===== src/rtl/bp_be_pkg.sv =====
// bp_be_pkg: shared drain FSM states and store stride for the accelerator writeback path
package bp_be_pkg;
  typedef enum logic [1:0] {RUN, DRAIN, DONE} wb_state_e;
  localparam int stride_bytes_lp = 16;
endpackage


===== src/rtl/bp_be_accel_wb_drain_if.sv =====
// bp_be_accel_wb_drain_if: result-beat input plus uncached store and write-ack channels
interface bp_be_accel_wb_drain_if #(
  parameter int paddr_width_p = 40,
  parameter int data_width_p  = 128
);
  logic                     in_v_i;
  logic                     in_buf_i;
  logic [data_width_p-1:0]  in_data_i;
  logic                     in_ready_o;
  logic [paddr_width_p-1:0] mem_fwd_addr_o;
  logic [data_width_p-1:0]  mem_fwd_data_o;
  logic                     mem_fwd_v_o;
  logic                     mem_fwd_ready_and_i;
  logic                     mem_rev_v_i;
  logic                     mem_rev_ready_and_o;
  modport master (
    input  in_v_i, in_buf_i, in_data_i, mem_fwd_ready_and_i, mem_rev_v_i,
    output in_ready_o, mem_fwd_addr_o, mem_fwd_data_o, mem_fwd_v_o, mem_rev_ready_and_o
  );
  modport slave (
    output in_v_i, in_buf_i, in_data_i, mem_fwd_ready_and_i, mem_rev_v_i,
    input  in_ready_o, mem_fwd_addr_o, mem_fwd_data_o, mem_fwd_v_o, mem_rev_ready_and_o
  );
endinterface


===== src/rtl/bsg_counter_up_down.sv =====
// bsg_counter_up_down: up/down counter; caller guarantees it never steps past 0 or max_val_p
module bsg_counter_up_down #(
  parameter int max_val_p = 4,
  parameter int width_lp  = $clog2(max_val_p + 1)
) (
  input  logic                clk_i,
  input  logic                reset_n_i,
  input  logic                up_i,
  input  logic                down_i,
  output logic [width_lp-1:0] count_o
);
  always_ff @(posedge clk_i or negedge reset_n_i)
    if (!reset_n_i) count_o <= '0;
    else            count_o <= count_o + width_lp'(up_i) - width_lp'(down_i);
endmodule


===== src/rtl/bp_be_accel_wb_drain.sv =====
// bp_be_accel_wb_drain: turns DPU result beats into credited 16-byte uncached stores and drains them on fence
module bp_be_accel_wb_drain
  import bp_be_pkg::*;
#(
  parameter int paddr_width_p = 40,
  parameter int data_width_p  = 128,
  parameter int credits_p     = 4
) (
  input  logic                     clk_i,
  input  logic                     reset_n_i,
  input  logic                     cfg_v_i,
  input  logic                     cfg_sel_i,
  input  logic [paddr_width_p-1:0] cfg_addr_i,
  bp_be_accel_wb_drain_if.master   bus,
  input  logic                     fence_v_i,
  output logic                     fence_done_o,
  output logic                     busy_o,
  output logic                     err_o
);
  localparam int cnt_w_lp = $clog2(credits_p + 1);
  wb_state_e                state_r, state_n;
  logic [paddr_width_p-1:0] ptr_r [2];
  logic [paddr_width_p-1:0] fwd_addr_r;
  logic [data_width_p-1:0]  fwd_data_r;
  logic                     fwd_v_r, err_r, accept, ack_ok;
  logic [cnt_w_lp-1:0]      credit_cnt;
  assign bus.in_ready_o = (state_r == RUN) & (credit_cnt < cnt_w_lp'(credits_p))
                        & (~fwd_v_r | bus.mem_fwd_ready_and_i);
  assign accept = bus.in_v_i & bus.in_ready_o;
  // an ack with nothing outstanding is flagged instead of underflowing the count
  assign ack_ok = bus.mem_rev_v_i & (credit_cnt != '0);
  assign bus.mem_rev_ready_and_o = 1'b1;
  assign bus.mem_fwd_v_o    = fwd_v_r;
  assign bus.mem_fwd_addr_o = fwd_addr_r;
  assign bus.mem_fwd_data_o = fwd_data_r;
  assign fence_done_o = (state_r == DONE);
  assign busy_o = (credit_cnt != '0) | fwd_v_r;
  assign err_o = err_r;
  bsg_counter_up_down #(.max_val_p(credits_p)) credit_ctr (
    .clk_i    (clk_i),
    .reset_n_i(reset_n_i),
    .up_i     (accept),
    .down_i   (ack_ok),
    .count_o  (credit_cnt)
  );
  always_ff @(posedge clk_i or negedge reset_n_i)
    if (!reset_n_i) begin
      ptr_r[0]   <= '0;
      ptr_r[1]   <= '0;
      fwd_v_r    <= 1'b0;
      fwd_addr_r <= '0;
      fwd_data_r <= '0;
      err_r      <= 1'b0;
    end else begin
      if (accept) begin
        fwd_v_r               <= 1'b1;
        fwd_addr_r            <= ptr_r[bus.in_buf_i];
        fwd_data_r            <= bus.in_data_i;
        ptr_r[bus.in_buf_i]   <= ptr_r[bus.in_buf_i] + paddr_width_p'(stride_bytes_lp);
      end else if (bus.mem_fwd_ready_and_i) fwd_v_r <= 1'b0;
      // a same-cycle config write overrides the post-accept increment
      if (cfg_v_i) ptr_r[cfg_sel_i] <= cfg_addr_i;
      if (bus.mem_rev_v_i && credit_cnt == '0) err_r <= 1'b1;
    end
  always_ff @(posedge clk_i or negedge reset_n_i)
    if (!reset_n_i) state_r <= RUN;
    else            state_r <= state_n;
  always_comb begin
    state_n = state_r;
    state_n = (state_r == RUN && fence_v_i) ? DRAIN
            : (state_r == DRAIN && credit_cnt == '0 && !fwd_v_r) ? DONE
            : (state_r == DONE) ? RUN : state_r;
  end
endmodule


===== src/flat_wrapper.sv =====
// flat-port wrapper written by rule: the top's interface ports become plain ports
module bp_be_accel_wb_drain_flat import bp_be_pkg::*;
#(
  parameter int paddr_width_p = 40,
  parameter int data_width_p  = 128,
  parameter int credits_p     = 4
)
  (clk_i, reset_n_i, cfg_v_i, cfg_sel_i, cfg_addr_i, fence_v_i, fence_done_o, busy_o, err_o, bus_in_v_i, bus_in_buf_i, bus_in_data_i, bus_mem_fwd_ready_and_i, bus_mem_rev_v_i, bus_in_ready_o, bus_mem_fwd_addr_o, bus_mem_fwd_data_o, bus_mem_fwd_v_o, bus_mem_rev_ready_and_o);
  bp_be_accel_wb_drain_if #(.paddr_width_p(paddr_width_p), .data_width_p(data_width_p)) bus_i ();
  input  logic clk_i;
  input  logic reset_n_i;
  input  logic cfg_v_i;
  input  logic cfg_sel_i;
  input  logic [paddr_width_p-1:0] cfg_addr_i;
  input  logic fence_v_i;
  output logic fence_done_o;
  output logic busy_o;
  output logic err_o;
  input wire logic [$bits(bus_i.in_v_i)-1:0] bus_in_v_i;
  input wire logic [$bits(bus_i.in_buf_i)-1:0] bus_in_buf_i;
  input wire logic [$bits(bus_i.in_data_i)-1:0] bus_in_data_i;
  input wire logic [$bits(bus_i.mem_fwd_ready_and_i)-1:0] bus_mem_fwd_ready_and_i;
  input wire logic [$bits(bus_i.mem_rev_v_i)-1:0] bus_mem_rev_v_i;
  output wire logic [$bits(bus_i.in_ready_o)-1:0] bus_in_ready_o;
  output wire logic [$bits(bus_i.mem_fwd_addr_o)-1:0] bus_mem_fwd_addr_o;
  output wire logic [$bits(bus_i.mem_fwd_data_o)-1:0] bus_mem_fwd_data_o;
  output wire logic [$bits(bus_i.mem_fwd_v_o)-1:0] bus_mem_fwd_v_o;
  output wire logic [$bits(bus_i.mem_rev_ready_and_o)-1:0] bus_mem_rev_ready_and_o;
  assign bus_i.in_v_i = bus_in_v_i;
  assign bus_i.in_buf_i = bus_in_buf_i;
  assign bus_i.in_data_i = bus_in_data_i;
  assign bus_i.mem_fwd_ready_and_i = bus_mem_fwd_ready_and_i;
  assign bus_i.mem_rev_v_i = bus_mem_rev_v_i;
  assign bus_in_ready_o = bus_i.in_ready_o;
  assign bus_mem_fwd_addr_o = bus_i.mem_fwd_addr_o;
  assign bus_mem_fwd_data_o = bus_i.mem_fwd_data_o;
  assign bus_mem_fwd_v_o = bus_i.mem_fwd_v_o;
  assign bus_mem_rev_ready_and_o = bus_i.mem_rev_ready_and_o;
  bp_be_accel_wb_drain #(.paddr_width_p(paddr_width_p), .data_width_p(data_width_p), .credits_p(credits_p)) u_core (.clk_i(clk_i), .reset_n_i(reset_n_i), .cfg_v_i(cfg_v_i), .cfg_sel_i(cfg_sel_i), .cfg_addr_i(cfg_addr_i), .bus(bus_i), .fence_v_i(fence_v_i), .fence_done_o(fence_done_o), .busy_o(busy_o), .err_o(err_o));
endmodule

===== config.mk =====
export PLATFORM = sky130hd
export DESIGN_NAME = bp_be_accel_wb_drain_flat
export DESIGN_NICKNAME = d
export VERILOG_FILES = /design/src/rtl/bp_be_pkg.sv /design/src/rtl/bp_be_accel_wb_drain_if.sv /design/src/rtl/bsg_counter_up_down.sv /design/src/rtl/bp_be_accel_wb_drain.sv /design/src/flat_wrapper.sv
export SDC_FILE = /design/constraint.sdc
export NUM_CORES = 1
export LEC_CHECK = 0
export BUFFER_PORTS_ARGS = -buffer_cell sky130_fd_sc_hd__buf_4
export CAP_MARGIN = 25
export CELL_PAD_IN_SITES_DETAIL_PLACEMENT = 1
export CELL_PAD_IN_SITES_GLOBAL_PLACEMENT = 2
export CORE_MARGIN = 3
export CORE_UTILIZATION = 30
export CTS_CLUSTER_SIZE = 30
export DETAILED_ROUTE_END_ITERATION = 7
export GPL_TIMING_DRIVEN = 0
export PLACE_DENSITY_LB_ADDON = 0.1
export SYNTH_ARGS = -nofsm -noshare
export SYNTH_HDL_FRONTEND = slang
export SYNTH_HIERARCHICAL = 1
export SYNTH_SLANG_ARGS = --single-unit

===== constraint.sdc =====
create_clock -name clk_i -period 3.1 [get_ports clk_i]
set_clock_uncertainty 0.05 [all_clocks]
set_input_delay 0.62 -clock clk_i [delete_from_list [all_inputs] [get_ports clk_i]]
set_output_delay 0.62 -clock clk_i [all_outputs]
set_load 0.02 [all_outputs]

==> results of run 1 <==
[area by class of cell]
cell class	instances	area share [%]
clock inverter	6	0.452
sequential	255	39.8
inverter	8	0.203
tap	511	3.99
buffer	73	2.11
multi-input combinational	953	31.1
antenna	1	0.0156
clock buffer	46	5.44
timing repair buffer	356	16.9
[critical path, delay by kind of cell]
kind | cells | cell delay, ns
adders and majority gates | 1 | 0.21
xor gates and xnor gates | 1 | 0.21
buffers and inverters | 4 | 1.11
muxes | 1 | 0.22
AOI/OAI and AO/OA | 2 | 0.54
and+or+nand+nor | 2 | 0.38
[metrics by stage]
stage / setup TNS, ns / setup WS [ns] / hold WS (ns) / utilization [%] / total power, µW
3_3_place_gp: -339.48 / -1.10 / 0.397 / 39.3 / 10700
2_1_floorplan: 0 / 0.106 / 0.274 / - / 8040
5_1_grt: 0 / 0.0582 / 0.0961 / 42.1 / 15200
4_1_cts: 0 / 0.0289 / 0.0711 / 42.0 / 14400
3_5_place_dp: -74.47 / -0.832 / 0.400 / 39.5 / 10900
6_report: 0 / 0.169 / 0.0373 / 42.1 / 14200
[final timing paths]
check | startpoint | endpoint | slack [ns] | cells after the start
worst max-delay path | bus_in_buf_i | u_core/ptr_r[60] | 0.17 | 11
worst min register to register | u_core/err_o | u_core/err_o | 0.41 | 1
worst max register to register | u_core/state_r[0] | u_core/credit_ctr/count_o[2] | 0.17 | 8
min in group clk_i | bus_in_data_i[119] | u_core/bus.mem_fwd_data_o[119] | 0.18 | 3
max in group asynchronous | reset_n_i | u_core/bus.mem_fwd_data_o[87] | 1.89 | 2
worst min-delay path | reset_n_i | u_core/bus.mem_fwd_addr_o[28] | 0.04 | 1
[sequential cells by signal, summed over array words and instances (netlist names)]
name,count
u_core/bus.mem_fwd_data_o,128
u_core/ptr_r,80
u_core/bus.mem_fwd_addr_o,40
u_core/credit_ctr/count_o,3
u_core/state_r,2
u_core/bus.mem_fwd_v_o,1
u_core/err_o,1
[metal layers]
metal | vias up | global-route usage [%] | routed length [µm]
li1 | 5156 | - | -
met1 | 5485 | 28.6 | 19500
met2 | 333 | 35.8 | 22400
met3 | 69 | 5.89 | 3580
met4 | 4 | 6.96 | 1360
met5 | - | 0 | 34
[cells by family after synthesis]
family / after synthesis / synth area share, %
fa+ha+maj: 4 / 0.491
xor+xnor: 35 / 2.75
compound gates: 176 / 9.12
other cells: 1 / 0.0320
flops: 255 / 54.5
simple gates: 687 / 25.6
mux: 50 / 4.39
buf+inv: 83 / 3.09
[cells in the final DEF (no fill, tap or decap), types with 6 or more instances in the layout]
master     instances
dfrtp_1          255
or3_1             23
mux2i_1           39
nand4_1           26
nand3_1           31
buf_2             13
clkbuf_2           6
mux2_2            11
buf_4            353
or4_1             12
nand3b_1          13
nand2_1          490
o31ai_1           12
nand4b_1           9
clkbuf_1          58
a21oi_1           23
xor2_1            29
nor2_1            59
a31oi_1           36
inv_1              7
a22oi_1            6
clkbuf_16         31
o21ai_0           77
[power groups by stage]
stage	Combinational, µW	Sequential (µW)	Clock (µW)
final	5470	5260	3470
after global routing	5990	5440	3730
after CTS	5580	5270	3590
after detailed placement	5560	5320	0
after global placement	5460	5270	0
after floorplan	1630	6420	0
[timing repair]
action,4_1_cts,5_1_grt
gates cloned,0,0
pin swaps,0,2
hold buffers,0,0
setup endpoints to repair,145,115
buffers inserted,0,3
resized for setup,4,15
==> flow_results.org, run 1 <==
** Synthesis
- During synthesis, Yosys emitted a total of 6 warnings.
- Counting flops with an async set or reset pin after synthesis yields a share of 100%.
- The synthesized design contains 0 enable-type register cells.
- Counting instances in the post-synthesis netlist gives the leading cell types as 490 x nand2_1, 255 x dfrtp_1, 77 x o21ai_0, 59 x nor2_1, 54 x clkbuf_1.
- Counting every instance in the synthesized netlist gives 1291.
- Cell type contributing the most total cell area after synthesis :: dfrtp_1
- Number of distinct library cells after synthesis :: between 50 and 60
- When the netlist entered floorplanning its net count stood at 1472.
- Of the post-synthesis cell area, the dominant cell type holds 54.5%.
- Yosys attributes the largest share of cell area to dfrtp_1 54%, nand2_1 16%, mux2i_1 3.3%, o21ai_0 3.3%, xor2_1 2.2%.
- In the synthesized netlist the dominant register cell turns out to be dfrtp_1.
- Most common cell in the netlist :: nand2_1
- Summing the sequential cell areas from Yosys gives 54.5% of the chip area.
- Synthesis inferred between 200 and 300 register bits.
- Each instance of the synthesized netlist takes up on average 9.07 µm².
- After synthesis the cells add up to 0.0117 mm².

** Timing
- Number of failing setup endpoints in the final timing report :: 0
- Slew at the pin closest to its max-slew limit :: roughly 0.86 ns
- Dividing the final minimum period by the clock period gives 94.6%.
- Measured against its own limit, the worst slew margin works out to between 40% and 50%.
- Setup repair after global routing missed its margin :: no
- Number of max-slew violations in the final report :: 0
- Peak Freq :: about 0.34 GHz
- The clock period could shrink to 2.93 ns.
- The final number of hold-violating endpoints was 0.

** Drt
- Pre-antenna DRT Iters :: 5
- Remaining design rule violation count :: 0
- Mean routed wirelength per cell :: 21.2 µm
- Via density :: 5.00
- Total Wirelength :: 46.9 mm
- The first routing iteration left about 530 violations.
- The detailed router placed 11.0k vias in this run.
- Final antenna-violating net count :: 0

** Cells and area
- Number of filler cells placed in the layout :: around 4.5k
- In the final layout, the share of cells above drive strength 1 is 26.3%.
- Multi-input gate area :: about 0.0050 mm²
- The count of cells in the finished layout, fillers not included, comes to 2209.
- Once layout is done, the placed cells without fillers occupy 0.0160 mm².
- Storage element area :: 0.00638 mm²
- P&R area growth vs syn :: 36.9%
- Net count, final :: 1859

** Placed design
- Counting tap cells, the placed design contains a total of 2154 instances.
- Post-DP Area :: 0.0150 mm²
- Placer's final routability congestion estimate :: 0.840
- The wire-length estimate of the detail-placed layout is 35.0 mm.
- During placement, the flow inserted port buffers numbering 349.

** Setup path
- Master of the slowest instance on the critical path :: clkbuf_1
- Of all nets on the critical path, the largest fanout is 19.
- Critical path capture point type :: flop
- CP Launch Type :: input pin
- On the worst path, the slowest cell contributes a delay of 0.49 ns.
- Worst endpoint required time :: 3.48 ns
- Traced cell by cell, the critical path runs through buf_4, buf_4, buf_6, mux2_2, ha_1, nand4_1, a221oi_4, clkbuf_1, nand4_1, xor2_1, o21ai_0.
- The worst setup path is of the input pin to flop kind.
- Critical path arrival :: 3.31 ns

** Power and ir drop
- Sw frac :: 38.9%
- Internal power comes to 8680 µW.
- Leak pwr :: 0.00786 µW
- Switch Pwr :: 5520 µW
- Combinational cells account for 38.5% of the total power.
- Clock power share :: 24.4%
- Sequential share of power :: 37.1%
- Power spread over the standard cell area amounts to 885 mW/mm².
- Maximum resistive drop on vdd :: 454 µV

** Global route
- Global routing used 22.0% of the available tracks.
- The first global-routing pass estimated approximately 70 mm of wire.
- Overflow left after global routing :: 0
- The number of global-route vias before repair is roughly 11k.
- Entering global routing, the biggest net connects slightly above 100 pins.
- Initial antenna violation count :: 3

** CTS
- Clock H-tree levels :: 1
- In this run the deepest clock path goes through 3 buffers.
- CTS clock-pin slew for the worst setup and hold paths :: 0.06 ns
- Worst-skew pair later-pin latency :: between 0.5 and 0.6 ns
- Clock tree synthesis inserted a total of 31 buffers.
- TritonCTS built the clock tree.
- CTS root buffer :: clkbuf_16
- Number of sinks driven by the clock tree :: 255

** Floorplanning
- The die covers approximately 0.041 mm².
- Placeable core area :: 0.0381 mm²
- Cell Rows :: 71
- Measured along the x axis, the die boundary spans slightly above 200 µm.
- The die is 204 µm tall.
- Initial Util :: 30.7%
- 351 I/O pins were placed.

** Status
- Status :: complete, no violations

** Run
- Maxcap violations :: 0

** Min path
- Hold Crit Class :: input pin to asynchronous set/reset pin
Note: power is estimated with default switching activity, not from simulation.
==> inputs of run 2 (changes only) <==
--- a/config.mk
+++ b/config.mk
@@ -7,10 +7,10 @@
 export LEC_CHECK = 0
 export BUFFER_PORTS_ARGS = -buffer_cell sky130_fd_sc_hd__buf_4
-export CAP_MARGIN = 25
+export CAP_MARGIN = 30
 export CELL_PAD_IN_SITES_DETAIL_PLACEMENT = 1
 export CELL_PAD_IN_SITES_GLOBAL_PLACEMENT = 2
 export CORE_MARGIN = 3
 export CORE_UTILIZATION = 30
-export CTS_CLUSTER_SIZE = 30
+export CTS_CLUSTER_SIZE = 25
 export DETAILED_ROUTE_END_ITERATION = 7
 export GPL_TIMING_DRIVEN = 0
--- a/constraint.sdc
+++ b/constraint.sdc
@@ -3,3 +3,3 @@
 set_input_delay 0.62 -clock clk_i [delete_from_list [all_inputs] [get_ports clk_i]]
 set_output_delay 0.62 -clock clk_i [all_outputs]
-set_load 0.02 [all_outputs]
+set_load 0.01 [all_outputs]
==> flow_results.org, run 2 (synthesis gave the netlist of run 1 again) <==
** Setup path
- Critical path capture point type :: flop (unchanged)
- Launch point of the worst path :: bus_in_buf_i (unchanged)
- Worst reg2reg startpoint :: u_core/state_r[1] (was u_core/state_r[0])
- The cell at the slowest stage of the critical path is a221oi_4 (was clkbuf_1).
- The worst-case reg-to-reg path depth is 8 (unchanged).
- The required time of the worst setup path is 3.53 ns (was 3.48 ns).
- The capture instance of the worst register-to-register path is u_core/credit_ctr/count_o[2] (unchanged).
- Chain of cells forming the critical path :: buf_4, buf_4, buf_6, mux2_2, ha_1, nand4_1, a221oi_4, nand3_1, buf_2, or4_1, a31oi_1 (was buf_4, buf_4, buf_6, mux2_2, ha_1, nand4_1, a221oi_4, clkbuf_1, nand4_1, xor2_1, o21ai_0)
- The register-to-register setup slack came to 0.23 ns (was 0.17 ns).
- Critical path arrival :: 3.38 ns (was 3.31 ns)
- The highest net fanout along the worst path came to 19 (unchanged).
- The critical path class is input pin to flop (unchanged).
- In this design, the critical path's most frequently occurring cell is buf_4.
- CP Launch Type :: input pin (unchanged)
- The peak per-stage delay on the critical path is 0.43 ns (was 0.49 ns).

** Power and ir drop
- Leak pwr :: 0.00789 µW (was 0.00786 µW)
- The total power after layout came to 13400 µW (was 14200 µW).
- Power density normalized to cell area :: 832 mW/mm² (was 885 mW/mm²)
- The largest voltage drop on the vdd net was 453 µV (was 454 µV).

** Drt
- The vias after detailed routing came to 11.0k (about the same).
- The routed length per instance was 21.2 µm (about the same).
- The remaining antenna violation count was 0 (unchanged).
- The number of remaining DRC errors was 0 (unchanged).
- The detailed router's first-iteration violation count was 562 (was 531).
- Pre-antenna DRT Iters :: 5 (unchanged)
- The detailed-route vias per instance was 4.98 (was 5.00).
- The total routed wirelength came to 46.8 mm (was 46.9 mm).

** Cells and area
- The synthesis-to-layout area growth is 37.1% (was 36.9%).
- The sequential cell area was 0.00638 mm² (unchanged).
- Flip-flop count of the largest register, all copies and words added :: 128 (unchanged)
- The utilization of the core after routing came to 42.1% (about the same).
- The count of fill cells added during filler insertion is 4469 (was 4471).
- Layout cells sized above 1 :: 26.7% (was 26.3%)
- The multi-input logic area was 0.00499 mm² (about the same).
- The post-layout instance area is 0.0161 mm² (was 0.0160 mm²).
- Commonest cells after routing, fill and taps aside :: 490 x nand2_1, 354 x buf_4, 255 x dfrtp_1, 77 x o21ai_0, 59 x nor2_1 (was 490 x nand2_1, 353 x buf_4, 255 x dfrtp_1, 77 x o21ai_0, 59 x nor2_1)
- Net count, final :: 1858 (was 1859)
- The most common cell after layout, fill and taps aside was nand2_1 (unchanged).

** Floorplanning
- The area of the die is 0.0414 mm² (unchanged).
- The floorplan die height came to 204 µm (unchanged).
- The horizontal extent of the die is 204 µm (unchanged).
- The standard cell core area is 0.0381 mm² (unchanged).
- Cell Rows :: 71 (unchanged)
- Initial Util :: 30.7% (unchanged)
- The number of top-level pins came to 351 (unchanged).

** Placed design
- The routability-driven placement congestion ratio is 0.840 (unchanged).
- Worst setup slack after placement :: -0.818 ns (was -0.832 ns)
- Post-DP HPWL :: 35.1 mm (was 35.0 mm)
- Post-DP Area :: 0.0151 mm² (was 0.0150 mm²)
- The number of input and output port buffers inserted was 349 (unchanged).

** CTS
- Worst-skew pair later-pin latency :: 0.56 ns (was 0.58 ns)
- The number of buffers inserted during clock tree synthesis came to 29 (was 31).
- The root cell of the clock tree is clkbuf_16 (unchanged).
- The maximum root-to-sink buffer count is 3 (unchanged).
- Number of sinks driven by the clock tree :: 255 (unchanged)
- CTS clock-pin slew for the worst setup and hold paths :: 0.06 ns (about the same)
- CTS tree :: done (unchanged)
- Clock H-tree levels :: 1 (unchanged)

** Global route
- Overflow left after global routing :: 0 (unchanged)
- The initial antenna violation count was 4 (was 3).
- First-pass GRT wire length :: 70.7 mm (was 70.9 mm)
- The pin count of the biggest net entering global routing is 102 (unchanged).
- The global routing usage summed across all routing layers is 22.0% (about the same).
- Number of global-route vias before repair :: 11.4k (was 11.5k)

** Run
- The number of max-cap violations is 0 (unchanged).

** Timing
- The max-slew headroom at the worst pin came to 36.1% (was 42.5%).
- Setup repair after global routing missed its margin: no (unchanged).
- Peak Freq :: 0.339 GHz (was 0.341 GHz)
- The final clock period utilization by the worst path came to 95.0% (was 94.6%).
- Hold slack :: 0.0689 ns (was 0.0373 ns)
- The worst setup margin is 0.154 ns (was 0.169 ns).
- Shortest period the worst path allows :: 2.95 ns (was 2.93 ns)
- The final number of hold-violating endpoints came to 0 (unchanged).
- Number of failing setup endpoints in the final timing report :: 0 (unchanged)
- Slew at the pin closest to its max-slew limit :: 0.958 ns (was 0.863 ns)
- The max-slew violation total from the final report came to 0 (unchanged).

** Status
- Status :: complete, no violations (unchanged)

** Min path
- The worst hold-check path type is input pin to asynchronous set/reset pin (unchanged).
-- run 2: layer usage --
| layer | global-route usage [%] | vias to the layer above | part of all wire, % |
|---|---|---|---|
| met5 | 0 | - | 0.079 |
| met1 | 29.1 | 5492 | 43 |
| li1 | - | 5142 | - |
| met3 | 5.65 | 77 | 6.6 |
| met4 | 6.71 | 4 | 3.3 |
| met2 | 35.7 | 307 | 47 |
-- run 2: what timing repair did --
action / 4_1_cts / 5_1_grt
pin swaps: 1 / 1
setup endpoints to repair: 81 / 138
resized for setup: 3 / 15
hold buffers: 0 / 0
buffers inserted: 1 / 3
-- run 2: worst max path at each step --
stage | endpoint | depth (start not counted) | slack [ns]
floorplan | u_core/ptr_r[72] | 11 | 0.11
global placement | u_core/bus.mem_fwd_data_o[79] | 1 | -1.10
detailed placement | u_core/ptr_r[74] | 12 | -0.82
CTS | u_core/credit_ctr/count_o[2] | 9 | -0.006
global route | u_core/ptr_r[15] | 6 | 0.06
finish | u_core/ptr_r[72] | 11 | 0.15
-- run 2: where the power goes --
| part | switching (µW) | leakage (µW) | total (µW) | internal [µW] |
|---|---|---|---|---|
| sequential | 763 | 0.00311 | 5270 | 4510 |
| combinational | 2530 | 0.00430 | 4670 | 2140 |
| clock | 1420 | 0.000472 | 3420 | 2000 |
| total | 4720 | 0.00789 | 13400 | 8640 |
-- run 2: final cells by class --
class | instances | area share (%)
timing repair buffer | 358 | 17.0
tap | 511 | 3.98
antenna | 2 | 0.0312
sequential | 255 | 39.7
clock inverter | 5 | 0.179
multi-input combinational | 953 | 31.1
clock buffer | 48 | 5.71
buffer | 72 | 2.07
inverter | 8 | 0.187
-- run 2: through the flow --
stage / std cells / setup TNS, ns
6_report: 2212 / 0
5_1_grt: 2211 / 0
4_1_cts: 2209 / -0.00553
3_5_place_dp: 2156 / -50.43
3_3_place_gp: 2151 / -339.48
2_1_floorplan: 1291 / 0
-- run 2: worst max-delay path: cells and delay by family --
kind            cells  cell delay, ns
simple gates        3            0.83
mux                 1            0.22
compound gates      2            0.60
buf+inv             4            0.87
fa+ha+maj           1            0.21
==> inputs of run 3 (changes only) <==
Settings changed: BUFFER_PORTS_ARGS -buffer_cell sky130_fd_sc_hd__buf_4 to unset, CORE_UTILIZATION 30 to 37, DONT_BUFFER_PORTS set to 1.
==> flow_results.org, run 3 (synthesis gave the netlist of run 1 again) <==
** Drt
- Total Wirelength :: 41.9 mm (was 46.8 mm)
- Final antenna-violating net count :: 0 (unchanged)
- The detailed-route vias per instance was 5.56 (was 4.98).
- The routed length per instance came to 24.1 µm (was 21.2 µm).
- Pre-antenna DRT Iters :: 5 (unchanged)
- The vias after detailed routing came to 9698 (was 11.0k).
- The detailed router's first-iteration violation count came to 640 (was 562).
- The number of remaining DRC errors was 0 (unchanged).

** Global route
- Met1 layer usage reported by global route :: 32.0% (was 29.1%)
- Largest net degree at the start of global routing :: 256 (was 102)
- The sum of overflow across all layers after global routing is 0 (unchanged).
- The global routing usage summed across all routing layers was 24.0% (was 22.0%).
- The global-route wire length before repair was 62.7 mm (was 70.7 mm).
- Met3 track demand over resource in global routing :: 7.26% (was 5.65%)
- Initial antenna violation count :: 0 (was 4)
- Number of global-route vias before repair :: 10.1k (was 11.4k)
- Met2 Usage GRT :: 38.3% (was 35.7%)
- The busiest layer in global routing is met2 (unchanged).

** Setup path
- Worst reg2reg path depth :: 8 (unchanged)
- Slowest stage delay, CP :: 0.49 ns (was 0.43 ns)
- The kind of end point of the critical path is a flop (unchanged).
- The number of stages on the worst setup path is 10 (was 11).
- Critical path arrival :: 3.32 ns (was 3.38 ns)
- The sum of buffers and inverters on the critical path was 3 (was 4).
- Worst endpoint required time :: 3.52 ns (was 3.53 ns)
- The launching element type of the critical path is an input pin (unchanged).
- Master of the slowest instance on the critical path :: clkbuf_1 (was a221oi_4)
- Chain of cells forming the critical path: buf_4, buf_4, mux2_2, ha_1, nand4_1, a221oi_4, clkbuf_1, nand4_1, xor2_1, o21ai_0 (was buf_4, buf_4, buf_6, mux2_2, ha_1, nand4_1, a221oi_4, nand3_1, buf_2, or4_1, a31oi_1).
- Worst-path maximum fanout :: 19 (unchanged)
- The category of cells accounting for the largest share of critical-path delay is buffers and inverters (unchanged).
- The critical path class is input pin to flop (unchanged).

** Placed design
- Post-DP HPWL :: 30.4 mm (was 35.1 mm)
- Count of port buffers added during placement :: 0 (was 349)
- Placer's final routability congestion estimate :: 0.865 (was 0.840)

** Timing
- The worst hold slack came to -0.296 ns (was 0.0689 ns).
- The max-slew violation total from the final report is 0 (unchanged).
- Setup repair after global routing missed its margin: no (unchanged).
- Setup TNS :: 0 ns (unchanged)
- The final clock period utilization by the worst path is 93.5% (was 95.0%).
- Shortest period the worst path allows :: 2.90 ns (was 2.95 ns)
- The slew of the pin with the lowest slew margin was 0.833 ns (was 0.958 ns).
- Number of failing setup endpoints in the final timing report :: 0 (unchanged)
- Worst rel slew slack :: 44.5% (was 36.1%)
- The fmax is 0.345 GHz (was 0.339 GHz).
- Endpoints failing hold :: 255 (was 0)

** Floorplanning
- IO Pins :: 351 (unchanged)
- DIE AREA :: 0.0338 mm² (was 0.0414 mm²)
- Placeable core area :: 0.0309 mm² (was 0.0381 mm²)
- The initial core utilization is 37.9% (was 30.7%).
- The placement row count was 64 (was 71).
- Vert. Die Dim :: 184 µm (was 204 µm)
- Die X :: 184 µm (was 204 µm)

** Status
- Violations in the final reports :: hold timing
- Status :: finished with violations (was complete, no violations)

** CTS
- The root cell of the clock tree was clkbuf_16 (unchanged).
- The clock insertion delay at the later pin of the skew report is 0.57 ns (was 0.56 ns).
- Total CTS buffers :: 30 (was 29)
- Number of sinks driven by the clock tree :: 255 (unchanged)
- CTS tree :: done (unchanged)
- CTS clock-pin slew for the worst setup and hold paths :: 0.07 ns (was 0.06 ns)
- The CTS H-tree depth was 1 (unchanged).
- The maximum root-to-sink buffer count is 3 (unchanged).

** Power and ir drop
- The largest voltage drop on the vdd net was 422 µV (was 453 µV).
- The leakage dissipation was 0.00615 µW (was 0.00789 µW).
- Pwr Total :: 11700 µW (was 13400 µW)
- The power per cell area was 882 mW/mm² (was 832 mW/mm²).

** Cells and area
- Flip-flop count of the largest register, all copies and words added :: 128 (unchanged)
- The number of antenna diodes was 0 (was 2).
- Commonest cells after routing, fill and taps aside :: 490 x nand2_1, 255 x dfrtp_1, 77 x o21ai_0, 59 x nor2_1, 51 x clkbuf_1 (was 490 x nand2_1, 354 x buf_4, 255 x dfrtp_1, 77 x o21ai_0, 59 x nor2_1)
- The synthesis-to-layout area growth was 13.3% (was 37.1%).
- Number of filler cells placed in the layout :: 3575 (was 4469)
- The most common cell after layout, fill and taps aside is nand2_1 (unchanged).
- The final layout net count came to 1505 (was 1858).
- The fraction of final layout cells with drive strength greater than 1 came to 7.72% (was 26.7%).

** Run
- The number of max-cap violations is 0 (unchanged).

** Min path
- Hold Crit Class :: input pin to asynchronous set/reset pin (unchanged)
-- run 3: changes by cell type in the layout (fill, tap and decap cells not counted), moves of 2 or more --
cell and change:
buf_4 -350, clkinv_2 +4, buf_16 -2, buf_8 -2
clkbuf_1 -2, clkbuf_8 -2, diode_2 -2
-- run 3: layout make-up --
| cell class | instances | area [µm²] | share of cell area, % |
|---|---|---|---|
| Clock buffer | 44 | 903 | 6.81 |
| Inverter | 8 | 32.5 | 0.245 |
| Buffer | 72 | 328 | 2.47 |
| Tap cell | 396 | 495 | 3.74 |
| Multi-Input combinational cell | 953 | 4990 | 37.6 |
| Clock inverter | 11 | 93.8 | 0.707 |
| Sequential cell | 255 | 6380 | 48.1 |
| Timing Repair Buffer | 4 | 42.5 | 0.321 |
-- run 3: power by group --
group	internal, µW	switching, µW
clock	2090	1440
sequential	4510	1530
combinational	799	1330
total	7400	4300
-- run 3: worst paths after layout --
check                                           endpoint  slack [ns]               from
setup / recovery                        u_core/ptr_r[60]        0.20       bus_in_buf_i
hold / removal                          u_core/ptr_r[11]       -0.30          reset_n_i
setup reg to reg            u_core/credit_ctr/count_o[2]        0.21  u_core/state_r[0]
hold reg to reg                         u_core/ptr_r[42]        0.43   u_core/ptr_r[42]
max in group asynchronous                u_core/ptr_r[3]        2.75          reset_n_i
min in group clk_i         u_core/bus.mem_fwd_data_o[82]        0.11  bus_in_data_i[82]
-- run 3: per-stage QoR --
step | util, % | worst slack [ns] | std cells | hold slack, ns | cell area [µm²]
after detailed placement | 39.6 | -0.613 | 1689 | 0.285 | 12200
final | 42.9 | 0.200 | 1743 | -0.296 | 13300
after global routing | 42.9 | 0.0348 | 1743 | -0.317 | 13300
after floorplan | - | 0.106 | 1291 | 0.274 | 11700
after CTS | 42.8 | 0.0317 | 1744 | -0.322 | 13200
after global placement | 39.5 | -0.589 | 1687 | 0.286 | 12200
-- run 3: repair_timing --
action,in CTS,in global routing
resized for setup,5,7
hold endpoints to repair,255,255
buffers inserted,0,2
gates cloned,0,0
pin swaps,0,2
setup endpoints to repair,98,81
-- run 3: metal layers --
layer / wire (µm) / vias up
li1: - / 4430
met1: 17600 / 4872
met2: 19600 / 330
met3: 3600 / 66
met4: 1150 / 0
met5: 0 / -
